[src/rtl/capture_packer_if.sv]
// capture_packer_if
//   Groups the sample stream, FIFO handshake and monitor statistics of the
//   capture packer into one bundle.
//   master : sample source / FIFO side (drives enable, s_valid, s_data,
//            s_last, fifo_full; observes the packer outputs)
//   slave  : the packer itself (drives wr_en, data_in, lane_fill,
//            word_count, drop_count, busy)
interface capture_packer_if #(
  parameter int IN_WIDTH  = 64,
  parameter int OUT_WIDTH = 512
);
  logic                 enable;
  logic                 s_valid;
  logic [IN_WIDTH-1:0]  s_data;
  logic                 s_last;
  logic                 fifo_full;
  logic                 wr_en;
  logic [OUT_WIDTH-1:0] data_in;
  logic [7:0]           lane_fill;
  logic [31:0]          word_count;
  logic [31:0]          drop_count;
  logic                 busy;

  modport master (
    output enable, s_valid, s_data, s_last, fifo_full,
    input  wr_en, data_in, lane_fill, word_count, drop_count, busy
  );

  modport slave (
    input  enable, s_valid, s_data, s_last, fifo_full,
    output wr_en, data_in, lane_fill, word_count, drop_count, busy
  );
endinterface

[src/rtl/capture_packer.sv]
// capture_packer
//   Write-side feeder for the dual-clock capture FIFO (wr_clk domain only).
//   Packs LANES consecutive IN_WIDTH samples into one OUT_WIDTH word, lane 0
//   in the low bits, and issues a registered one-cycle wr_en with data_in.
//   Partial words are flushed on s_last, on idle timeout or when enable drops.
//   Ports:
//     wr_clk  - clock
//     reset   - synchronous, active-high
//     bus     - capture_packer_if.slave: sample stream in, FIFO write strobe
//               and data out, lane_fill / word_count / drop_count / busy
module capture_packer #(
  parameter int IN_WIDTH     = 64,
  parameter int OUT_WIDTH    = 512,
  parameter int TIMEOUT      = 256,
  parameter int DROP_ON_FULL = 1
) (
  input  logic             wr_clk,
  input  logic             reset,
  capture_packer_if.slave  bus
);

  localparam int LANES  = OUT_WIDTH / IN_WIDTH;
  localparam int IDLE_W = (TIMEOUT > 1) ? $clog2(TIMEOUT) : 1;
  localparam logic [IDLE_W-1:0] IDLE_LAST = IDLE_W'((TIMEOUT > 0) ? TIMEOUT - 1 : 0);

  localparam logic [1:0] ST_EMPTY   = 2'd0;
  localparam logic [1:0] ST_FILLING = 2'd1;
  localparam logic [1:0] ST_EMIT    = 2'd2;

  logic [1:0]           r_state;
  logic [OUT_WIDTH-1:0] r_buf;
  logic [7:0]           r_fill;
  logic [IDLE_W-1:0]    r_idle;
  logic                 r_wr_en;
  logic [OUT_WIDTH-1:0] r_data;
  logic [31:0]          r_word_cnt;
  logic [31:0]          r_drop_cnt;

  logic                 w_accept;
  logic                 w_timeout;
  logic                 w_close;
  logic [OUT_WIDTH-1:0] w_word;

  assign w_accept  = bus.enable && bus.s_valid;
  // The idle counter holds TIMEOUT-1 during the last idle cycle, so the
  // closing edge is the TIMEOUT-th idle edge; a sample on that edge wins.
  assign w_timeout = (TIMEOUT != 0) && (r_idle == IDLE_LAST);
  assign w_close   = w_accept ? ((r_fill == 8'(LANES - 1)) || bus.s_last)
                              : ((r_fill != '0) && (!bus.enable || w_timeout));

  // Current buffer with the accepted sample merged into its lane; this is
  // both the next buffer contents and the word written on close.
  always_comb begin
    w_word = r_buf;
    if (w_accept) begin
      for (int unsigned k = 0; k < LANES; k++) begin
        if (r_fill == 8'(k)) w_word[k*IN_WIDTH +: IN_WIDTH] = bus.s_data;
      end
    end
  end

  always_ff @(posedge wr_clk) begin
    if (reset) begin
      r_state    <= ST_EMPTY;
      r_buf      <= '0;
      r_fill     <= '0;
      r_idle     <= '0;
      r_wr_en    <= 1'b0;
      r_data     <= '0;
      r_word_cnt <= '0;
      r_drop_cnt <= '0;
    end else begin
      r_wr_en <= 1'b0;
      if (w_close) begin
        r_state <= ST_EMIT;
        r_buf   <= '0;
        r_fill  <= '0;
        r_idle  <= '0;
        if (bus.fifo_full && (DROP_ON_FULL != 0)) begin
          if (r_drop_cnt != '1) r_drop_cnt <= r_drop_cnt + 32'd1;
        end else begin
          r_wr_en <= 1'b1;
          r_data  <= w_word;
          if (r_word_cnt != '1) r_word_cnt <= r_word_cnt + 32'd1;
          if (bus.fifo_full && (r_drop_cnt != '1)) r_drop_cnt <= r_drop_cnt + 32'd1;
        end
      end else if (w_accept) begin
        r_state <= ST_FILLING;
        r_buf   <= w_word;
        r_fill  <= r_fill + 8'd1;
        r_idle  <= '0;
      end else begin
        r_state <= (r_fill != '0) ? ST_FILLING : ST_EMPTY;
        if ((r_fill != '0) && (TIMEOUT != 0)) r_idle <= r_idle + IDLE_W'(1);
      end
    end
  end

  assign bus.wr_en      = r_wr_en;
  assign bus.data_in    = r_data;
  assign bus.lane_fill  = r_fill;
  assign bus.word_count = r_word_cnt;
  assign bus.drop_count = r_drop_cnt;
  assign bus.busy       = (r_fill != '0) || (r_state == ST_EMIT);

endmodule

[src/flat_wrapper.sv]
// flat-port wrapper written by rule: the top's interface ports become plain ports
module capture_packer_flat 
#(
  parameter int IN_WIDTH     = 64,
  parameter int OUT_WIDTH    = 512,
  parameter int TIMEOUT      = 256,
  parameter int DROP_ON_FULL = 1
)
  (wr_clk, reset, bus_enable, bus_s_valid, bus_s_data, bus_s_last, bus_fifo_full, bus_wr_en, bus_data_in, bus_lane_fill, bus_word_count, bus_drop_count, bus_busy);
  capture_packer_if #(.IN_WIDTH(IN_WIDTH), .OUT_WIDTH(OUT_WIDTH)) bus_i ();
  input  logic wr_clk;
  input  logic reset;
  input wire logic [$bits(bus_i.enable)-1:0] bus_enable;
  input wire logic [$bits(bus_i.s_valid)-1:0] bus_s_valid;
  input wire logic [$bits(bus_i.s_data)-1:0] bus_s_data;
  input wire logic [$bits(bus_i.s_last)-1:0] bus_s_last;
  input wire logic [$bits(bus_i.fifo_full)-1:0] bus_fifo_full;
  output wire logic [$bits(bus_i.wr_en)-1:0] bus_wr_en;
  output wire logic [$bits(bus_i.data_in)-1:0] bus_data_in;
  output wire logic [$bits(bus_i.lane_fill)-1:0] bus_lane_fill;
  output wire logic [$bits(bus_i.word_count)-1:0] bus_word_count;
  output wire logic [$bits(bus_i.drop_count)-1:0] bus_drop_count;
  output wire logic [$bits(bus_i.busy)-1:0] bus_busy;
  assign bus_i.enable = bus_enable;
  assign bus_i.s_valid = bus_s_valid;
  assign bus_i.s_data = bus_s_data;
  assign bus_i.s_last = bus_s_last;
  assign bus_i.fifo_full = bus_fifo_full;
  assign bus_wr_en = bus_i.wr_en;
  assign bus_data_in = bus_i.data_in;
  assign bus_lane_fill = bus_i.lane_fill;
  assign bus_word_count = bus_i.word_count;
  assign bus_drop_count = bus_i.drop_count;
  assign bus_busy = bus_i.busy;
  capture_packer #(.IN_WIDTH(IN_WIDTH), .OUT_WIDTH(OUT_WIDTH), .TIMEOUT(TIMEOUT), .DROP_ON_FULL(DROP_ON_FULL)) u_core (.wr_clk(wr_clk), .reset(reset), .bus(bus_i));
endmodule
[config.mk]
export PLATFORM = sky130hd
export DESIGN_NAME = capture_packer_flat
export DESIGN_NICKNAME = d
export VERILOG_FILES = /design/src/rtl/capture_packer_if.sv /design/src/rtl/capture_packer.sv /design/src/flat_wrapper.sv
export SDC_FILE = /design/constraint.sdc
export NUM_CORES = 2
export LEC_CHECK = 0
export CAP_MARGIN = 25
export CORE_AREA = 2 2 283 285
export DETAILED_ROUTE_END_ITERATION = 10
export DIE_AREA = 0 0 285 287
export PLACE_DENSITY = 0.75
export SYNTH_ARGS = -nofsm -noshare
export SYNTH_HDL_FRONTEND = slang
export SYNTH_SLANG_ARGS = --single-unit
export TNS_END_PERCENT = 30
[constraint.sdc]
create_clock -name wr_clk -period 6.2 [get_ports wr_clk]
set_clock_uncertainty 0.1 [all_clocks]
set_input_delay 1.24 -clock wr_clk [delete_from_list [all_inputs] [get_ports wr_clk]]
set_output_delay 1.24 -clock wr_clk [all_outputs]
set_load 0.05 [all_outputs]
Word-level counts from Yosys, hierarchy flattened
Index checks and enable logic that the tools add are counted.
{ "totals": {"out_inout_bits": 586, "n_memories": 0, "ff_bits": 1107, "word_cells": 60, "mem_bits_ro": 0, "input_bits": 70, "latch_bits": 0, "ramBits": 0} }
{ "op_classes": {"addsub": 4, "n_lt_le_gt_ge": 0, "n_reduce_logical": 16, "div_mod_pow": 0, "mul": 0, "bitwise_logic": 2, "shift": 0, "n_mux": 17, "n_eq_ne": 12} }
{ "ops": {"columns": ["op", "count"], "rows": [
  ["two-way mux 512 bit", 1],
  ["two-way mux 64 bit", 8],
  ["two-way mux 32 bit", 3],
  ["adder 32 x 1 -> 32 bit (second input constant)", 2],
  ["!= test 32 bit (second input constant)", 2],
  ["== test 8 x 3 -> 1 bit (second input constant)", 4],
  ["adder 8 x 1 -> 8 bit (second input constant)", 2],
  ["== test 8 x 2 -> 1 bit (second input constant)", 2],
  ["== test 8 x 1 -> 1 bit (second input constant)", 1],
  ["== test 8 bit (second input constant)", 1],
  ["zero test 8 bit", 1],
  ["nonzero test 8 bit", 1],
  ["AND reduction 3 bit", 2],
  ["two-way mux 2 bit", 2],
  ["OR reduction 2 bit", 2],
  ["logical AND 1 bit", 3],
  ["logical OR 1 bit", 3],
  ["two-way mux 1 bit", 3],
  ["OR reduction 3 bit", 1],
  ["== test 2 bit (second input constant)", 1],
  ["!= test 2 x 1 -> 1 bit (second input constant)", 1],
  ["inverter 1 bit", 2],
  ["AND reduction 2 bit", 1],
  ["nonzero test 2 bit", 1],
  ["zero test 1 bit", 1]
]} }

Logic depth before layout (Yosys ltp)
{ "logic_depth": {"word_depth": 6, "depth_mapped": 10, "mapped_depth_nobuf": 8} }

Worst setup path after synthesis
Ideal clock, no wire load.
{ "synth_path": {"kind": "reg2out", "startpoint": "register u_core.r_fill[0], in the netlist u_core.bus.lane_fill[0]", "endpoint": "output port bus_busy", "arrival_time_ps": 2040, "setup_slack_ps": 2820, "n_path_buf": 0, "path_stages_with_launch": 6, "required_time_ps": 4860, "cell_sequence": "dfxtp_1 > inv_1 > ha_1 > or4b_4 > nor2_2 > o21ai_0"} }
{ "synth_between": {"elab_chain_cells": 2} }
{ "synth_lines": {"columns": ["element", "line_no", "rtl"], "rows": [
  ["start, declared", "capture_packer.sv:32", "logic [7:0] r_fill;"],
  ["start signal, assigned", "capture_packer.sv:90", "r_fill <= r_fill + 8'd1;"],
  ["nonzero test 8 bit", "capture_packer.sv:104", "assign bus.busy = (r_fill != '0) || (r_state == ST_EMIT);"],
  ["logical OR 1 bit", "capture_packer.sv:104", null],
  ["end, declared", "flat_wrapper.sv:23", "output wire logic [$bits(bus_i.busy)-1:0] bus_busy;"]
]} }
Every way passes these cells.

Final worst setup path
Same ends and word-level chain as after synthesis.

==> flow_summary.toml <==
[outcome]
status = "finished clean"

[finish]
utilization_pct = 63.0
synthToLayoutAreaGrowth_pct = 26.9
stdcell_area_um2 = 49500
drive_above_1_share_pct = 5.43
nNetsFinal = 4427
layout.cells.non_filler = 5491

[clock_network]
cts.sinks = 1107
path_clk_slew_ns = 0.06
clockRootBuffer = "clkbuf_16"
htree_levels = 3
cts_buffers = 109
postCtsHoldBufs = 0
clock_latency_ns = 0.68
cts_resized = 0
clk_path_buf_depth = 3
cts_tree = "done"
postCtsSetupRepairBufs = 0

[setup_path]
r2r-start = "u_core.bus.lane_fill[0]"
rrSetupSlack_ns = 2.78
cp-end-kind = "output pin"
reg2reg_to = "u_core.bus.data_in[220]"
critPathArrivalTime_ns = 3.51
start_kind = "register"
crit_fanout = 8
worst_ep_required_time_ns = 4.86
critical_path_class = "register to output pin"
ff2ff_path_depth = 7

[floorplanning]
start_util_pct = 49.6
die_y_um = 287
die_area_um2 = 81800
die_w_um = 285
core_region_area_um2 = 78600
core.rowCount = 103
io_pins = 656

[yosys]
synth.top_cells.by_area = "dfxtp_1 (57%), mux2i_1 (13%), nor2_1 (10%)"
async_reset_ff_share_pct = 0
syn-num-nets = 3989
synth_top_area_share_pct = 56.8
synthMostInstantiatedCell = "dfxtp_1"
yosys.area.top_type = "dfxtp_1"
ys_warn_count = 0
syn_area_um2 = 39000
synth-edff-count = 0
syn_inst = 3912
ys_ff_latch = 1107
avgSynthCellArea_um2 = 9.97
ys.flop_type = "dfxtp_1"
ys_seq_area_share_pct = 56.8
synth_common_cells = "dfxtp_1 (1107), nor2_1 (1089), a211oi_1 (513)"
synthDistinctLibCells = 52

[min_path]
hold_end = "u_core.bus.word_count[13]"
min_from = "u_core.bus.word_count[13]"
worstHoldPathType = "register to register"
hold_depth = 2

[pwr]
report.power.total_uw = 16400
ir_worst_vdd_mv = 0.238
swShare_pct = 26.8
netSwitchingPower_uw = 4410
combPwrFrac_pct = 12.4
clockPowerShare_pct = 42.0
intPower_uw = 12000
power.density_nw_per_um2 = 332
p_leak_uw = 0.0203
pwr-share-seq_pct = 45.6

[timing]
period_needed_ns = 4.85
tightestPinTransition_ns = 1.23
hold_viol_final = 0
drv_slew = 0
setup_tns_ns = 0
min_period_over_period_pct = 78.2
rsz0062_at_grt = "no"
clock.fmax_mhz = 206
slew_headroom_pct = 17.9
setup_viol = 0

[grt]
grt_pass1_vias = 27765
antenna_found_initial = 2
busiest_layer = "met2"
grt_max_degree = 245
use_met3_pct = 6.69
grt_first_pass_wirelength_um = 168000
grt_overflow = 0
grt_use_met2_pct = 42.4
grt_util_met1_pct = 33.0
grt_usage_pct = 26.1

[route]
viasPerCell = 5.36
routed_wl_um = 111000
drc_errors = 0
dr.first_iter.drc_count = 1923
drtPass1Iterations = 5
vias = 29435
drtAntennaViolNets = 0
routedWlPerCell_um = 20.2

[place]
finalWeightedCongestion = 0.886
port_buffers = 655
place_inst = 5289
place_area_um2 = 45700
hpwl_um = 71200

[job]
cap_violations = 0
## critical path, stage by stage, from the launching register on
cell and delay [ns]:
dfxtp_1 0.41, inv_1 0.14, ha_1 0.23, or4b_4 0.51
nor2_2 0.32, o21ai_0 0.41, clkdlybuf4s50_1 0.82
## cells in the final DEF, fill, tap and decap left out, types with 15 or more instances in the layout
| cell type | n |
|---|---|
| nand4_1 | 36 |
| dfxtp_1 | 1107 |
| clkinv_2 | 22 |
| a21oi_1 | 23 |
| nand2_1 | 36 |
| xor2_1 | 36 |
| nand3_1 | 32 |
| buf_4 | 29 |
| xnor2_1 | 20 |
| clkbuf_16 | 109 |
| and3_1 | 18 |
| clkbuf_1 | 15 |
| clkbuf_8 | 22 |
| nor2_1 | 1089 |
| mux2i_1 | 512 |
| clkdlybuf4s50_1 | 654 |
| a211oi_1 | 513 |
## power groups by stage
stage,clock (uW),sequential (uW),combinational (uW)
finish,6890,7490,2030
global route,7310,7510,2140
CTS,6990,7490,2040
detailed placement,0,7650,2030
global placement,0,7640,2020
floorplan,0,8320,642
## area by class of cell
cell class | instances | area, um2
fillers | 6410 | 29100
multi-input cells | 2432 | 15200
clock inverters | 52 | 721
repair buffers | 694 | 6980
flip-flops and latches | 1107 | 22200
well taps | 1050 | 1310
diodes | 4 | 10.0
clock buffers | 146 | 3090
inverters | 6 | 22.5
## kinds of logic after synthesis
| family | count (synthesis) | share of synthesized area (%) |
|---|---|---|
| adder cells (fa/ha/maj) | 7 | 0.225 |
| buffers and inverters | 373 | 4.30 |
| AO/OA/AOI/OAI | 566 | 10.7 |
| flip-flops | 1107 | 56.8 |
| multiplexers | 513 | 13.2 |
| XOR/XNOR | 56 | 1.26 |
| AND/OR/NAND/NOR | 1290 | 13.5 |
## per-layer routing
layer	vias to the layer above	part of all wire [%]
met5	-	0
met4	0	4.3
met3	208	6.7
met2	779	47
met1	14073	42
li1	14375	-
## per-stage QoR
step	setup slack (ns)	hold WS [ns]
after floorplan	2.82	0.361
after global placement	1.97	0.373
after detailed placement	1.92	0.380
after CTS	1.36	0.392
after global routing	1.28	0.408
final	1.35	0.394
## how the worst max path moves through the flow
stage                              endpoint  slack (ns)                     from
finish                             bus_busy        1.35  u_core.bus.lane_fill[0]
global route                       bus_busy        1.28  u_core.bus.lane_fill[0]
CTS                                bus_busy        1.36  u_core.bus.lane_fill[0]
detailed placement  u_core.bus.data_in[433]        1.92               bus_enable
global placement    u_core.bus.data_in[422]        1.97               bus_enable
floorplan                          bus_busy        2.82  u_core.bus.lane_fill[0]
## state kept, by name (all words and copies together), names as in the netlist
signal                 count
u_core.r_idle              8
u_core.bus.word_count     32
u_core.r_state             2
u_core.bus.wr_en           1
u_core.r_buf             512
u_core.bus.drop_count     32
u_core.bus.data_in       512
u_core.bus.lane_fill       8
(Power assumes the default switching activity.)
